[src/rtl/uart_pkg.sv]
// Shared definitions for the framed serial link: field widths, receiver states, checksum.
package uart_pkg;

   localparam int unsigned HDR_W  = 16;
   localparam int unsigned DATA_W = 128;
   localparam int unsigned HALF_W = DATA_W / 2;
   localparam int unsigned CHK_W  = 8;
   localparam int unsigned CNT_W  = 8;

   localparam logic [HDR_W-1:0] HEADER_DEF = 16'hBACD;

   typedef enum logic [2:0] {
      IDLE  = 3'd0,
      START = 3'd1,
      HDR   = 3'd2,
      DATA  = 3'd3,
      CHK   = 3'd4,
      SKIP  = 3'd5
   } rx_state_t;

   typedef struct packed {
      logic [HDR_W-1:0]  hdr;
      logic [HALF_W-1:0] sayi1;
      logic [HALF_W-1:0] sayi2;
      logic [CHK_W-1:0]  chk;
   } frame_t;

   // Only the low byte of each field contributes to the mod-256 sum.
   function automatic logic [CHK_W-1:0] frame_checksum(input logic [CHK_W-1:0] sayi1_lo,
                                                       input logic [CHK_W-1:0] sayi2_lo,
                                                       input logic [CHK_W-1:0] hdr_lo);
      return CHK_W'(sayi1_lo + sayi2_lo + hdr_lo);
   endfunction

endpackage

[src/rtl/uart_rx_bit_tick.sv]
// Bit-slot counter: strobes at each mid-bit sample point, restarted on the start edge.
module uart_rx_bit_tick #(
   parameter int unsigned CLKS_PER_BIT = 1
) (
   input  logic clk,
   input  logic rst_n,
   input  logic restart,
   output logic tick_c
);

   localparam int unsigned    CW   = (CLKS_PER_BIT > 1) ? $clog2(CLKS_PER_BIT) : 1;
   localparam logic [CW-1:0]  LAST = CW'(CLKS_PER_BIT - 1);
   // First strobe lands floor(CLKS_PER_BIT/2) cycles after the start edge; at 1 clk/bit
   // the counter is stuck at 0 and the strobe is a constant 1.
   localparam logic [CW-1:0]  LOAD = CW'((CLKS_PER_BIT - CLKS_PER_BIT / 2) % CLKS_PER_BIT);

   logic [CW-1:0] cnt_q;

   always_ff @(posedge clk or negedge rst_n) begin
      if (!rst_n)              cnt_q <= '0;
      else if (restart)        cnt_q <= LOAD;
      else if (cnt_q == LAST)  cnt_q <= '0;
      else                     cnt_q <= cnt_q + CW'(1);
   end

   assign tick_c = (cnt_q == LAST);

endmodule

[src/rtl/uart_rx_frame.sv]
// Framed serial receiver: start bit, header, 128 data bits, checksum; no stop bit.
// Define UART_RX_SYNC_EN to put a 2-flop synchronizer on rx (adds 2 cycles of latency).
module uart_rx_frame
   import uart_pkg::*;
#(
   parameter int unsigned      CLK_FREQ     = 100000000,
   parameter int unsigned      BAUD_RATE    = 115200,
   parameter int unsigned      CLKS_PER_BIT = 1,
   parameter logic [HDR_W-1:0] HEADER       = HEADER_DEF
) (
   input  logic               clk,
   input  logic               rst_n,
   input  logic               rx,
   output logic [HDR_W-1:0]   baslik_out,
   output logic [HALF_W-1:0]  sayi1_out,
   output logic [HALF_W-1:0]  sayi2_out,
   output logic [CHK_W-1:0]   checksum,
   output logic               frame_valid,
   output logic               chk_err,
   output logic               hdr_err,
   output logic               busy
);

   if (CLK_FREQ == 0 || BAUD_RATE == 0 || CLKS_PER_BIT == 0) begin : g_bad_cfg
      $error("uart_rx_frame: CLK_FREQ, BAUD_RATE and CLKS_PER_BIT must be non-zero");
   end

   logic rx_s;

`ifdef UART_RX_SYNC_EN
   logic [1:0] sync_q;

   always_ff @(posedge clk or negedge rst_n) begin
      if (!rst_n) sync_q <= 2'b11;
      else        sync_q <= {sync_q[0], rx};
   end

   assign rx_s = sync_q[1];
`else
   assign rx_s = rx;
`endif

   rx_state_t          state_q, state_n;
   logic [CNT_W-1:0]   bit_cnt_q, bit_cnt_n;
   logic [HDR_W-1:0]   hdr_sh_q, hdr_sh_n, hdr_next;
   logic [DATA_W-1:0]  data_sh_q, data_sh_n;
   logic [CHK_W-1:0]   chk_sh_q, chk_sh_n, chk_next;
   frame_t             frame_q, frame_n;
   logic               fv_n, ce_n, he_n;
   logic               restart_c, tick_c;

   uart_rx_bit_tick #(.CLKS_PER_BIT(CLKS_PER_BIT)) u_tick (
      .clk     (clk),
      .rst_n   (rst_n),
      .restart (restart_c),
      .tick_c  (tick_c)
   );

   // Fields arrive LSB first, so each shifts in from the top.
   assign hdr_next = {rx_s, hdr_sh_q[HDR_W-1:1]};
   assign chk_next = {rx_s, chk_sh_q[CHK_W-1:1]};

   always_comb begin
      state_n   = state_q;
      bit_cnt_n = bit_cnt_q;
      hdr_sh_n  = hdr_sh_q;
      data_sh_n = data_sh_q;
      chk_sh_n  = chk_sh_q;
      frame_n   = frame_q;
      fv_n      = 1'b0;
      ce_n      = 1'b0;
      he_n      = 1'b0;
      restart_c = 1'b0;

      case (state_q)
         IDLE: begin
            if (!rx_s) begin
               restart_c = 1'b1;
               bit_cnt_n = '0;
               state_n   = (CLKS_PER_BIT > 1) ? START : HDR;
            end
         end
         START: begin
            if (tick_c) state_n = rx_s ? IDLE : HDR;
         end
         HDR: begin
            if (tick_c) begin
               hdr_sh_n = hdr_next;
               if (bit_cnt_q == CNT_W'(HDR_W - 1)) begin
                  bit_cnt_n = '0;
                  if (hdr_next == HEADER) begin
                     state_n = DATA;
                  end else begin
                     state_n = SKIP;
                     he_n    = 1'b1;
                  end
               end else begin
                  bit_cnt_n = bit_cnt_q + CNT_W'(1);
               end
            end
         end
         DATA: begin
            if (tick_c) begin
               data_sh_n = {rx_s, data_sh_q[DATA_W-1:1]};
               if (bit_cnt_q == CNT_W'(DATA_W - 1)) begin
                  bit_cnt_n = '0;
                  state_n   = CHK;
               end else begin
                  bit_cnt_n = bit_cnt_q + CNT_W'(1);
               end
            end
         end
         CHK: begin
            if (tick_c) begin
               chk_sh_n = chk_next;
               if (bit_cnt_q == CNT_W'(CHK_W - 1)) begin
                  bit_cnt_n     = '0;
                  state_n       = IDLE;
                  frame_n.hdr   = hdr_sh_q;
                  frame_n.sayi1 = data_sh_q[DATA_W-1:HALF_W];
                  frame_n.sayi2 = data_sh_q[HALF_W-1:0];
                  frame_n.chk   = chk_next;
                  fv_n          = 1'b1;
                  ce_n          = (chk_next != frame_checksum(data_sh_q[HALF_W+CHK_W-1:HALF_W],
                                                              data_sh_q[CHK_W-1:0],
                                                              hdr_sh_q[CHK_W-1:0]));
               end else begin
                  bit_cnt_n = bit_cnt_q + CNT_W'(1);
               end
            end
         end
         SKIP: begin
            if (tick_c) begin
               if (bit_cnt_q == CNT_W'(DATA_W + CHK_W - 1)) begin
                  bit_cnt_n = '0;
                  state_n   = IDLE;
               end else begin
                  bit_cnt_n = bit_cnt_q + CNT_W'(1);
               end
            end
         end
         default: state_n = IDLE;
      endcase
   end

   always_ff @(posedge clk or negedge rst_n) begin
      if (!rst_n) begin
         state_q     <= IDLE;
         bit_cnt_q   <= '0;
         hdr_sh_q    <= '0;
         data_sh_q   <= '0;
         chk_sh_q    <= '0;
         frame_q     <= '0;
         frame_valid <= 1'b0;
         chk_err     <= 1'b0;
         hdr_err     <= 1'b0;
         busy        <= 1'b0;
      end else begin
         state_q     <= state_n;
         bit_cnt_q   <= bit_cnt_n;
         hdr_sh_q    <= hdr_sh_n;
         data_sh_q   <= data_sh_n;
         chk_sh_q    <= chk_sh_n;
         frame_q     <= frame_n;
         frame_valid <= fv_n;
         chk_err     <= ce_n;
         hdr_err     <= he_n;
         busy        <= (state_n != IDLE);
      end
   end

   assign baslik_out = frame_q.hdr;
   assign sayi1_out  = frame_q.sayi1;
   assign sayi2_out  = frame_q.sayi2;
   assign checksum   = frame_q.chk;

endmodule
[config.mk]
export PLATFORM = sky130hd
export DESIGN_NAME = uart_rx_frame
export DESIGN_NICKNAME = d
export VERILOG_FILES = /design/src/rtl/uart_pkg.sv /design/src/rtl/uart_rx_bit_tick.sv /design/src/rtl/uart_rx_frame.sv
export SDC_FILE = /design/constraint.sdc
export NUM_CORES = 1
export LEC_CHECK = 0
export BUFFER_PORTS_ARGS = -buffer_cell sky130_fd_sc_hd__clkbuf_2
export CELL_PAD_IN_SITES_DETAIL_PLACEMENT = 1
export CELL_PAD_IN_SITES_GLOBAL_PLACEMENT = 1
export CORE_MARGIN = 3
export CORE_UTILIZATION = 52
export CTS_BUF_LIST = sky130_fd_sc_hd__clkbuf_4
export CTS_CLUSTER_SIZE = 20
export DETAILED_ROUTE_END_ITERATION = 12
export GPL_TIMING_DRIVEN = 0
export PLACE_DENSITY = 0.95
export SLEW_MARGIN = 10
export SYNTH_ARGS = -nofsm -noshare
export SYNTH_HDL_FRONTEND = slang
export SYNTH_SLANG_ARGS = --single-unit
[constraint.sdc]
create_clock -name clk -period 5.65 [get_ports clk]
set_input_delay 1.4125 -clock clk [delete_from_list [all_inputs] [get_ports clk]]
set_output_delay 1.4125 -clock clk [all_outputs]
set_load 0.02 [all_outputs]
# Word level (Yosys, flattened, before mapping)
# Cells that the tools add are included.
dict set report word_totals {
  reg_bits 320
  latch_bits 0
  ramBits 0
  rom_bits 0
  in_bits 3
  word_cells 80
  n_memories 0
}
dict set report classes {
  addsub 4
  mul 0
  n_div 0
  magnitude_cmp 0
  n_eq_ne 16
  shifts 0
  n_mux 37
  bitwise_logic 1
  reduce_logical 8
}
# op n
set op_table {}
lappend op_table {{8-bit two-way mux} 9}
lappend op_table {{8-bit case mux with 5 select lines} 1}
lappend op_table {{3-bit two-way mux} 11}
lappend op_table {{3-bit case mux with 6 select lines} 1}
lappend op_table {{8-bit adder} 2}
lappend op_table {{16-bit == test, second input constant} 1}
lappend op_table {{1-bit two-way mux} 14}
lappend op_table {{2-bit inequality test, second input constant} 5}
lappend op_table {{8-bit by 1-bit adder with 8-bit output, second input constant} 1}
lappend op_table {{8-bit by 3-bit == test with 1-bit output, second input constant} 1}
lappend op_table {{8-bit by 4-bit == test with 1-bit output, second input constant} 1}
lappend op_table {{8-bit by 7-bit == test with 1-bit output, second input constant} 1}
lappend op_table {{8-bit == test, second input constant} 1}
lappend op_table {{8-bit inequality test} 1}
lappend op_table {{3-bit by 2-bit == test with 1-bit output, second input constant} 2}
lappend op_table {{3-bit == test, second input constant} 2}
lappend op_table {{2-bit AND reduction} 3}
lappend op_table {{6-bit AND reduction} 1}
lappend op_table {{5-bit nonzero test} 1}
lappend op_table {{3-bit by 1-bit == test with 1-bit output, second input constant} 1}
lappend op_table {{3-bit logical NOT} 1}
lappend op_table {{3-bit AND reduction} 1}
lappend op_table {{3-bit nonzero test} 1}
lappend op_table {{2-bit two-way mux} 1}
lappend op_table {{2 further kinds} 2}

# Logic depth before layout (Yosys ltp)
# Gate-level depths: netlist of the first run.
dict set report depth {
  word_depth 6
  ltp_mapped 9
  ltp_nobuf 8
}

# Modules after synthesis
# Synthesis of the first run repeated with hierarchy kept, for this count alone.
dict set report unflattened {
  hier_cells 807
  area_unflattened_um2 12744.7
}
# module n_inst cells_each area_per_inst_um2 seq_area_each_um2
set by_module_without_submodules {}
lappend by_module_without_submodules {uart_rx_frame 1 805 12733.5 7957.6}
lappend by_module_without_submodules {uart_rx_bit_tick 1 2 11.3 0.0}

# Least setup slack after synthesis of the first run
# OpenSTA, ideal clock, no wires.
dict set report synth_timing {
  kind {register -> register}
  start {register hdr_sh_q[1]}
  end {register chk_err}
  t_arrival_ns 2.362
  setup_slack_ns 3.164
  stages_incl_launch_ff 9
  path_buffers 0
  synth_period_minus_slack_ns 2.486
  cell_sequence {dfrtp_1 -> fa_1 -> ha_1 -> fa_1 -> a21o_1 -> a21oi_1 -> o21ai_0 -> xnor2_1 -> o31a_1}
}
dict set report synth_between {
  elab_chain_len 5
}
# element line_no
set synth_lines {}
lappend synth_lines {{start: declaration} uart_rx_frame.sv:45} ;# logic [HDR_W-1:0] hdr_sh_q, hdr_sh_n, hdr_next;
lappend synth_lines {{start signal: assignment} uart_rx_frame.sv:161} ;# hdr_sh_q <= hdr_sh_n;
lappend synth_lines {{8-bit adder} uart_pkg.sv:32} ;# return CHK_W'(sayi1_lo + sayi2_lo + hdr_lo);
lappend synth_lines {{8-bit inequality test} uart_rx_frame.sv:124} ;# ce_n = (chk_next != frame_checksum(data_sh_q[HALF_W+CHK_W-1:HALF_W],
lappend synth_lines {{1-bit two-way mux} uart_rx_frame.sv:116} ;# if (bit_cnt_q == CNT_W'(CHK_W - 1)) begin
lappend synth_lines {{1-bit two-way mux} uart_rx_frame.sv:114} ;# if (tick_c) begin
lappend synth_lines {{1-bit two-way mux} uart_rx_frame.sv:75} ;# case (state_q)
lappend synth_lines {{named net ce_n} uart_rx_frame.sv:49} ;# logic fv_n, ce_n, he_n;
lappend synth_lines {{end signal: assignment} uart_rx_frame.sv:166} ;# chk_err <= ce_n;
lappend synth_lines {{end: declaration} uart_rx_frame.sv:19} ;# output logic chk_err,
# The timed path passes the listed nets, and every way through them passes these cells.
# A chain may end at the register's enable or synchronous reset.

# Final worst setup path of the first run
# Same ends and word-level chain as after synthesis.

==> results.yml, run 1 <==
synth:
  yosys_warnings: 0
  syn_inst: 1039
  yosysSeqAreaShare: 0.635
  syn_nets: 1057
  postSynthAreaPerCell_um2: 12.1
  yosysUniqueCellTypes: 44
  synth_area_um2: 12500
  ys_ff_latch: 318
clocking:
  cts.sinks: 318
  clk_latency_ns: 0.68
  cts_buffer_depth: 3
  cts-htree-levels: 3
  cts_hold_buf: 0
  postCtsSetupRepairBufs: 0
  postCtsResizedCells: 0
  clock_tree.root_cell: "clkbuf_4"
  cts_buffers: 81
  cts_tree: "done"
  clk_pin_slew_worst_paths_ns: 0.07
sta:
  max_freq_mhz: 357
  holdWs_ns: 0.487
  fin_crit_ns: 2.80
  setup_violations: 0
  relSlewSlack: 0.382
  finClkSkew_ns: 0.0394
  final-max-slew-violation-count: 0
  worst_pin_slew_ns: 0.926
  fin_ws_ns: 2.85
  hold_viol: 0
  setup-tns-final_ns: 0
  fin_crit_sh: 0.496
  rsz0062_at_grt: "false"
floorplan:
  die_area_um2: 26000
  core-area_um2: 23600
  placementRows: 56
  die_w_um: 161
  start_util: 0.531
  io_pins: 159
  die_h_um: 161
place:
  dpl.hpwl_um: 21200
  dpl_worst_slack_ns: 2.79
  port_buffers: 158
  gp_congestion: 0.822
route:
  avgViaCountPerCell: 5.28
  vias: 8714
  drc: 0
  ant_nets: 0
  drtPass1Iterations: 4
  wl_per_cell_um: 19.6
  routed_wl_um: 32400
  drt_iter0_markers: 510
power_and_ir_drop:
  power_mw: 5.25
  pwr-share-clk: 0.389
  power.density_nw_per_um2: 354
  p_int_mw: 3.77
  switching_share: 0.282
  leakage_nw: 8.28
  peakVddDrop_v: 0.000195
  combPwrFrac: 0.128
  netSwitchingPower_mw: 1.48
  pwr-share-seq: 0.483
min_path:
  min_path_type: "reg2reg"
setup_path:
  worstPathMaxFanout: 5
  endpoint_kind: "flip-flop"
  worst_setup_path_start_kind: "flip-flop"
  worstPathRequired_ns: 6.21
  crit_arrival_ns: 3.36
  worstSetupPathType: "reg2reg"
global_routing:
  globalRouteOverflowTotal: 0
  grt_max_degree: 97
  grt_use_total: 0.256
  grt_pass1_vias: 9956
  grt_pass1_wl_um: 52700
  antenna_found_initial: 1
final_layout:
  post-route-util: 0.629
  drive_above_1_share: 0.359
  nNetsFinal: 1301
  area_growth_pct: 18.5
flow_run:
  maxCapViolCount: 0
run_status:
  status: "complete, no violations"
## Yosys cell counts
| master | count | area [um^2] |
|---|---|---|
| or4_4 | 1 | 11.3 |
| or3_4 | 1 | 11.3 |
| clkbuf_1 | 30 | 113 |
| a221o_1 | 1 | 10.0 |
| a211o_1 | 1 | 8.76 |
| buf_4 | 1 | 7.51 |
| a211oi_1 | 3 | 22.5 |
| buf_6 | 7 | 78.8 |
| a22o_2 | 1 | 10.0 |
| dfrtp_1 | 318 | 7960 |
| nor2b_1 | 1 | 6.26 |
| o211ai_1 | 1 | 7.51 |
| nand4b_1 | 2 | 17.5 |
| o31a_1 | 1 | 8.76 |
| nor3b_1 | 2 | 15.0 |
| o41a_1 | 1 | 11.3 |
| nand3b_1 | 1 | 7.51 |
| or3_1 | 4 | 25.0 |
| nor2_2 | 1 | 6.26 |
| xnor2_1 | 14 | 123 |
| or2_2 | 1 | 6.26 |
| xor2_1 | 8 | 70.1 |
| mux2i_1 | 1 | 10.0 |
| nand4bb_1 | 2 | 22.5 |
| ha_1 | 7 | 87.6 |
| inv_1 | 2 | 7.51 |
| mux2_1 | 9 | 101 |
| mux2_2 | 167 | 1880 |
| nor2_1 | 13 | 48.8 |
| nand3_1 | 3 | 15.0 |
| o21ai_0 | 3 | 15.0 |
| nand4_1 | 2 | 12.5 |
| and3b_1 | 2 | 17.5 |
| nor4_1 | 3 | 18.8 |
| buf_2 | 12 | 60.1 |
| a21oi_1 | 5 | 25.0 |
| nor2b_4 | 1 | 13.8 |
| nor3_1 | 4 | 20.0 |
| a21o_1 | 1 | 7.51 |
| and3_1 | 1 | 6.26 |
| fa_1 | 8 | 160 |
| o21bai_1 | 1 | 7.51 |
| buf_1 | 1 | 3.75 |
| nand2_1 | 390 | 1460 |
## power by group through the flow
stage	clock network (mW)	logic, mW	registers, mW
after floorplan	0	0.446	2.52
after global placement	0	0.615	2.56
after detailed placement	0	0.657	2.57
after CTS	2.11	0.679	2.53
after global routing	2.23	0.745	2.55
final	2.04	0.675	2.54
## logic make-up (layout without fill, tap and decap cells)
group           count (synthesis)  in the layout  share of synthesized area
compound gates                 19             19                     0.0107
flops                         318            318                      0.635
mux                           177            177                      0.159
other cells                     0              1                          0
xor+xnor                       22             22                     0.0154
fa+ha+maj                      15             15                     0.0198
buf+inv                        53            344                     0.0216
simple gates                  435            435                      0.139
## metal layers
layer	vias up	track usage	wire length (um)
met5	-	0	0
met4	0	0.0931	789
met3	69	0.0744	1950
met2	248	0.447	16800
met1	4488	0.303	12900
li1	3909	-	-
## worst paths after layout
| path | end | slack (ns) | depth (start not counted) | from |
|---|---|---|---|---|
| setup reg to reg | chk_err | 2.85 | 8 | hdr_sh_q[1] |
| max in group asynchronous | sayi1_out[50] | 3.73 | 3 | rst_n |
| setup / recovery | chk_err | 2.85 | 8 | hdr_sh_q[1] |
| hold reg to reg | sayi1_out[15] | 0.49 | 1 | sayi1_out[15] |
| hold / removal | sayi1_out[15] | 0.49 | 1 | sayi1_out[15] |
| min in group asynchronous | sayi1_out[16] | 0.74 | 1 | rst_n |
## per-stage QoR
stage	area (um^2)	cells
6_report	14900	1650
3_3_place_gp	13700	1516
2_1_floorplan	12500	1039
4_1_cts	14900	1649
3_5_place_dp	13800	1519
5_1_grt	14900	1650
## registers in the layout, indices dropped and copies added (netlist names)
register     count
checksum         8
busy             1
bit_cnt_q        8
data_sh_q      128
sayi1_out       64
hdr_err          1
baslik_out      16
hdr_sh_q        16
sayi2_out       64
state_q          3
chk_err          1
frame_valid      1
chk_sh_q         7
## area by class of cell
type	count	area [um^2]
Fill cell	2514	8750
Sequential cell	318	7960
Multi-Input combinational cell	668	4310
Clock buffer	118	886
Timing Repair Buffer	161	882
Tap cell	319	399
Buffer	51	263
Clock inverter	12	151
Inverter	2	7.51
Antenna cell	1	2.50
## cell usage in the layout, fill, tap and decap left out, types with 7 or more instances in the layout
cell type  instances
nand2_1          390
dfrtp_1          318
mux2_2           167
clkbuf_2         157
clkbuf_4         118
clkbuf_1          30
xnor2_1           14
nor2_1            13
buf_2             12
mux2_1             9
xor2_1             8
fa_1               8
buf_6              7
ha_1               7
## worst max-delay path: stages (launching register included)
cell and delay (ns):
dfrtp_1 0.49, fa_1 0.52, ha_1 0.24, fa_1 0.40, a21o_1 0.19, a21oi_1 0.23, o21ai_0 0.17, xnor2_1 0.16
o31a_1 0.28
Note: power is estimated with default switching activity, not from simulation.
==> inputs of run 2 (changes only) <==
--- a/config.mk
+++ b/config.mk
@@ -5,16 +5,17 @@
 export SDC_FILE = /design/constraint.sdc
 export NUM_CORES = 1
 export LEC_CHECK = 0
+export ABC_AREA = 1
 export BUFFER_PORTS_ARGS = -buffer_cell sky130_fd_sc_hd__clkbuf_2
 export CELL_PAD_IN_SITES_DETAIL_PLACEMENT = 1
 export CELL_PAD_IN_SITES_GLOBAL_PLACEMENT = 1
 export CORE_MARGIN = 3
-export CORE_UTILIZATION = 52
+export CORE_UTILIZATION = 47
 export CTS_BUF_LIST = sky130_fd_sc_hd__clkbuf_4
 export CTS_CLUSTER_SIZE = 20
 export DETAILED_ROUTE_END_ITERATION = 12
 export GPL_TIMING_DRIVEN = 0
-export PLACE_DENSITY = 0.95
+export PLACE_DENSITY = 0.93
 export SLEW_MARGIN = 10
 export SYNTH_ARGS = -nofsm -noshare
 export SYNTH_HDL_FRONTEND = slang
==> constraint.sdc (replaced) <==
create_clock -name clk -period 2.75 [get_ports clk]
set_input_delay 0.6875 -clock clk [delete_from_list [all_inputs] [get_ports clk]]
set_output_delay 0.6875 -clock clk [all_outputs]
set_load 0.02 [all_outputs]
==> run 2 against run 1 <==
  * Clock power increased by 95%
  * Clock skew increased by 0.0073 ns
  * Sequential cell count unchanged
  * Sequential power increased by 85%
  * Die area increased by 17%
  * Highest routed layer unchanged
==> results.yml, run 2 <==
run_status:
  status: "complete, no violations"
final_layout:
  post-route-util: 0.564
  fillers: 3259
  layout_common_cells: "dfrtp_1 (318), nand2_1 (305), inv_1 (173)"
  nNetsFinal: 1583
  multiInputGateArea_um2: 4210
  final_design_area_no_fill_um2: 15700
  area_growth_pct: 17.7
  final_cell_count_no_fill: 2001
  seq_area_um2: 7960
  drive_above_1_share: 0.326
  top_register: "data_sh_q"
  mostFrequentLayoutCell: "dfrtp_1"
  largest_register_ffs: 128
clocking:
  cts.sinks: 318
  cts_buffers: 82
  cts-htree-levels: 3
  postCtsResizedCells: 0
  postCtsSetupRepairBufs: 0
  cts_buffer_depth: 3
  cts_tree: "done"
  clock_tree.root_cell: "clkbuf_4"
  clk_latency_ns: 0.69
  clk_pin_slew_worst_paths_ns: 0.07
  cts_hold_buf: 1
sta:
  rsz0062_at_grt: "false"
  fin_crit_sh: 0.934
  fin_ws_ns: 0.182
  setup_violations: 0
  worst_pin_slew_ns: 0.713
  holdWs_ns: 0.324
  setup-tns-final_ns: 0
  relSlewSlack: 0.525
  finClkSkew_ns: 0.0467
  fin_crit_ns: 2.57
  max_freq_mhz: 389
  hold_viol: 0
  final-max-slew-violation-count: 0
global_routing:
  grt_max_degree: 102
  grt_pass1_wl_um: 58700
  use_met1: 0.286
  grt.met2_usage: 0.411
  grt_pass1_vias: 11500
  met3_usage: 0.0489
  antenna_found_initial: 1
  globalRouteOverflowTotal: 0
  grt_busiest_layer: "met2"
  grt_use_total: 0.237
synth:
  synth-adder-area-share: 0.0185
  synthArstFlopShare: 1.00
  synth_area_um2: 13400
  synth_common_cells: "dfrtp_1 (318), nand2_1 (305), inv_1 (173)"
  ys_ff_latch: 318
  synthFlopType: "dfrtp_1"
  yosys_warnings: 0
  synth_top_family_by_area: "compound AO/OA/AOI/OAI gates"
  synth_top_area_frac: 0.595
  postSynthAreaPerCell_um2: 10.1
  synth_most_common_cell: "dfrtp_1"
  synth-compound-area-share: 0.156
  synth-xor-area-share: 0.00655
  synth-edff-count: 0
  synth-simple-area-share: 0.133
  ys_top_cells_by_area: "dfrtp_1 (60%), o21ai_2 (8.6%), nand2_1 (8.6%), o21ai_0 (5.8%), inv_1 (4.9%)"
  syn_nets: 1337
  yosysSeqAreaShare: 0.595
  yosys.area.top_type: "dfrtp_1"
  yosysUniqueCellTypes: 31
  syn_inst: 1319
  synthMuxAreaShare: 0
route:
  wl_per_cell_um: 17.6
  avgViaCountPerCell: 5.08
  drc: 0
  drt_iter0_markers: 475
  routed_wl_um: 35300
  ant_nets: 0
  drtPass1Iterations: 5
  vias: 10200
floorplan:
  die_area_um2: 30500
  core-area_um2: 27900
  io_pins: 159
  placementRows: 61
  die_w_um: 175
  start_util: 0.479
  die_h_um: 175
place:
  port_buffers: 158
  dpl-instance-area_um2: 14700
  dpl.cell_count: 1858
  dpl_worst_slack_ns: 0.178
  dpl.hpwl_um: 24900
  gp_congestion: 0.826
power_and_ir_drop:
  peakVddDrop_v: 0.000322
  leakage_nw: 7.64
  power.density_nw_per_um2: 558
  power_mw: 8.78
setup_path:
  crit_arrival_ns: 3.13
  worstPathMaxFanout: 3
  worstPathRequired_ns: 3.31
  worst_setup_path_start_kind: "flip-flop"
  endpoint_kind: "flip-flop"
  worstSetupPathType: "reg2reg"
flow_run:
  maxCapViolCount: 0
min_path:
  min_path_type: "in2reg"
[run 2: changes by cell type after synthesis, moves of 13 or more]
cell     change
nand2_1     -85
buf_6       +13
inv_1      +171
o21ai_1     +18
nand3_1     +15
o21ai_0    +152
o21ai_2    +132
mux2_2     -167
nand2_2     +60
[run 2: cells by family after synthesis]
group                    Yosys count
buffers and inverters            243
adder cells (fa/ha/maj)           15
flip-flops                       318
XOR/XNOR                          10
AND/OR/NAND/NOR                  416
AO/OA/AOI/OAI                    317
[run 2: path summary, 6_finish.rpt]
path	slack [ns]	start	to	depth (start not counted)
max	0.18	data_sh_q[65]	chk_err	13
min	0.32	rx	data_sh_q[127]	3
max reg2reg	0.18	data_sh_q[65]	chk_err	13
min reg2reg	0.47	data_sh_q[105]	data_sh_q[104]	2
max in group asynchronous	0.95	rst_n	chk_sh_q[3]	4
min in group asynchronous	0.55	rst_n	sayi2_out[44]	2
[run 2: worst max-delay path, stage by stage, from the launching register on]
cell	delay, ns
dfrtp_1	0.43
fa_1	0.51
ha_1	0.23
fa_1	0.47
inv_1	0.08
nand2_1	0.05
nand2_1	0.05
nand3_1	0.08
nor2_1	0.11
nand2_1	0.06
nor2_1	0.12
nand3_1	0.14
nand2_1	0.08
inv_1	0.03
[run 2: final cells by class]
cell class | count | area share
flip-flops and latches | 318 | 0.506
multi-input cells | 758 | 0.267
repair buffers | 162 | 0.0567
clock buffers | 115 | 0.0548
inverters | 178 | 0.0426
plain buffers | 65 | 0.0340
well taps | 378 | 0.0300
clock inverters | 26 | 0.00898
diodes | 1 | 0.000159
[run 2: report_power, final]
part | switching (mW) | internal, mW | total (mW)
Sequential | 0.00538 | 4.68 | 4.69
Combinational | 0.104 | 0.0233 | 0.128
Clock | 1.94 | 2.03 | 3.97
Total | 2.05 | 6.73 | 8.78
[run 2: routing by layer]
layer	vias up	share of wire
li1	4697	-
met1	5116	0.41
met2	267	0.51
met3	85	0.046
met4	0	0.036
met5	-	0
==> inputs of run 3 (changes only) <==
--- a/config.mk
+++ b/config.mk
@@ -10,12 +10,12 @@
 export CELL_PAD_IN_SITES_DETAIL_PLACEMENT = 1
 export CELL_PAD_IN_SITES_GLOBAL_PLACEMENT = 1
 export CORE_MARGIN = 3
-export CORE_UTILIZATION = 47
+export CORE_UTILIZATION = 43
 export CTS_BUF_LIST = sky130_fd_sc_hd__clkbuf_4
 export CTS_CLUSTER_SIZE = 20
 export DETAILED_ROUTE_END_ITERATION = 12
 export GPL_TIMING_DRIVEN = 0
-export PLACE_DENSITY = 0.93
+export PLACE_DENSITY = 0.9
 export SLEW_MARGIN = 10
 export SYNTH_ARGS = -nofsm -noshare
 export SYNTH_HDL_FRONTEND = slang
==> constraint.sdc (replaced) <==
create_clock -name clk -period 2.1 [get_ports clk]
set_input_delay 0.525 -clock clk [delete_from_list [all_inputs] [get_ports clk]]
set_output_delay 0.525 -clock clk [all_outputs]
set_load 0.02 [all_outputs]
==> run 3 against run 2 <==
  * The flow now finishes with violations (negative setup slack)
  * Fmax up 2.9%
  * First-iteration DRC count down 9.1%
  * Critical path depth stayed put
  * Power grew 34%
  * Combinational power rose by 35%
  * Global-route usage fell by 1.2 points
  * Hold slack got worse by 0.18 ns
  * Via count up 0.25%
  * Clock skew is 0.023 ns higher
  * Final cell count increased by 1.1%
  * Critical path type unchanged
==> results.yml, run 3 (synthesized netlist as in run 2, its figures left out) <==
sta:
  worst_pin_slew_ns: 0.555
  relSlewSlack: 0.630
  fin_crit_ns: 2.49
  rsz0062_at_grt: "true"
  holdWs_ns: 0.141
  fin_ws_ns: -0.395
  hold_viol: 0
  final-max-slew-violation-count: 0
  setup_violations: 1
  fin_crit_sh: 1.19
  max_freq_mhz: 401
  finClkSkew_ns: 0.0696
place:
  dpl.hpwl_um: 25100
  dpl_worst_slack_ns: -0.423
  dpl-instance-area_um2: 14700
  dpl.cell_count: 1870
  gp_congestion: 0.816
  port_buffers: 158
global_routing:
  grt_pass1_vias: 11400
  grt_max_degree: 106
  antenna_found_initial: 1
  grt_use_total: 0.225
  grt_pass1_wl_um: 60500
  globalRouteOverflowTotal: 0
run_status:
  violations: "negative setup slack"
  status: "finished, violations left"
clocking:
  cts_buffer_depth: 3
  clock_tree.root_cell: "clkbuf_4"
  cts-htree-levels: 3
  cts.sinks: 318
  cts_tree: "done"
  clk_latency_ns: 0.74
  cts_buffers: 86
  clk_pin_slew_worst_paths_ns: 0.06
final_layout:
  area_growth_pct: 18.9
  nNetsFinal: 1589
  fillers: 3486
  final_design_area_no_fill_um2: 15900
  layout_common_cells: "dfrtp_1 (318), nand2_1 (304), inv_1 (173)"
  drive_above_1_share: 0.345
  top_register: "data_sh_q"
  post-route-util: 0.528
  largest_register_ffs: 128
  final_cell_count_no_fill: 2023
  mostFrequentLayoutCell: "dfrtp_1"
setup_path:
  worstSetupPathType: "reg2reg"
  r2r_start: "data_sh_q[1]"
  worstPathRequired_ns: 2.68
  r2r-end: "chk_err"
  worst_setup_path_start_kind: "flip-flop"
  reg2regPathDepth: 13
  crit_arrival_ns: 3.08
  r2r_slack_ns: -0.39
  endpoint_kind: "flip-flop"
  worstPathMaxFanout: 3
route:
  avgViaCountPerCell: 5.04
  ant_nets: 0
  routed_wl_um: 36600
  vias: 10200
  drt_iter0_markers: 432
  drtPass1Iterations: 5
  wl_per_cell_um: 18.1
  drc: 0
power_and_ir_drop:
  leakage_nw: 7.72
  power.density_nw_per_um2: 741
  peakVddDrop_v: 0.000400
min_path:
  min_from: "rx"
  min_path_type: "in2reg"
  min_path_cells: 3
  hold_path_end: "data_sh_q[127]"
floorplan:
  die_h_um: 182
  placementRows: 63
  io_pins: 159
  die_w_um: 182
  die_area_um2: 33200
  start_util: 0.444
  core-area_um2: 30100
flow_run:
  maxCapViolCount: 0
## run 3: cell types whose count changed in the layout (fill, tap and decap cells not counted), moves of 2 or more
cell / previous run / this run
clkbuf_4: 115 / 132
clkbuf_1: 19 / 9
clkbuf_2: 157 / 167
clkinv_1: 19 / 12
nand3_1: 18 / 15
nand3_2: 0 / 3
nor2_1: 17 / 14
buf_4: 0 / 2
clkinv_2: 2 / 0
clkinvlp_4: 0 / 2
nor2_2: 0 / 2
## run 3: layout make-up
type / count / area (um^2) / share of cell area
Tap cell: 390 / 488 / 0.0307
Clock buffer: 131 / 983 / 0.0619
Clock inverter: 17 / 86.3 / 0.00543
Sequential cell: 318 / 7960 / 0.501
Antenna cell: 2 / 5.00 / 0.000315
Multi-Input combinational cell: 758 / 4250 / 0.267
Buffer: 65 / 551 / 0.0346
Inverter: 178 / 671 / 0.0422
Timing Repair Buffer: 164 / 907 / 0.0571
## run 3: routing by layer
| metal | global-route usage | up-vias | part of all wire |
|---|---|---|---|
| li1 | - | 4709 | - |
| met3 | 0.0456 | 94 | 0.045 |
| met2 | 0.392 | 258 | 0.50 |
| met1 | 0.274 | 5129 | 0.42 |
| met5 | 0 | - | 0 |
| met4 | 0.0914 | 0 | 0.038 |
## run 3: critical path, stage by stage (launching register included)
cell and delay, ns:
dfrtp_1 0.42, fa_1 0.53, ha_4 0.19, fa_1 0.45
inv_1 0.07, nand2_1 0.04, nand2_1 0.07, nand3_2 0.08
nor2_2 0.12, nand2_2 0.09, nor2_4 0.14, nand3_2 0.10
nand2_1 0.06, inv_1 0.03
## run 3: report_power, final
| group | switching, mW | internal [mW] |
|---|---|---|
| combinational | 0.142 | 0.0311 |
| sequential | 0.00646 | 6.13 |
| clock | 2.63 | 2.84 |
## run 3: timing repair
| item | 4_1_cts | 5_1_grt |
|---|---|---|
| pin swaps | 0 | 2 |
| resized for setup | 4 | 24 |
| endpoints found under the setup margin | 15 | 81 |
| hold buffers | 1 | 0 |
| endpoints found under the hold margin | 32 | 0 |
| buffers inserted | 0 | 2 |
## run 3: worst max-delay path by stage
stage / from / endpoint / slack (ns) / depth (start not counted)
6_report: data_sh_q[1] / chk_err / -0.39 / 13
5_1_grt: data_sh_q[1] / chk_err / -0.51 / 13
4_1_cts: hdr_sh_q[1] / chk_err / -0.40 / 13
3_5_place_dp: hdr_sh_q[1] / chk_err / -0.42 / 13
3_3_place_gp: rst_n / sayi2_out[46] / -6.21 / 1
2_1_floorplan: hdr_sh_q[1] / chk_err / -0.09 / 13
## run 3: through the flow
step	TNS, ns	total power [mW]
6_report	-0.395	11.8
5_1_grt	-0.512	12.3
4_1_cts	-0.403	11.9
3_5_place_dp	-0.423	6.43
3_3_place_gp	-1967.22	6.41
2_1_floorplan	-0.0895	6.27
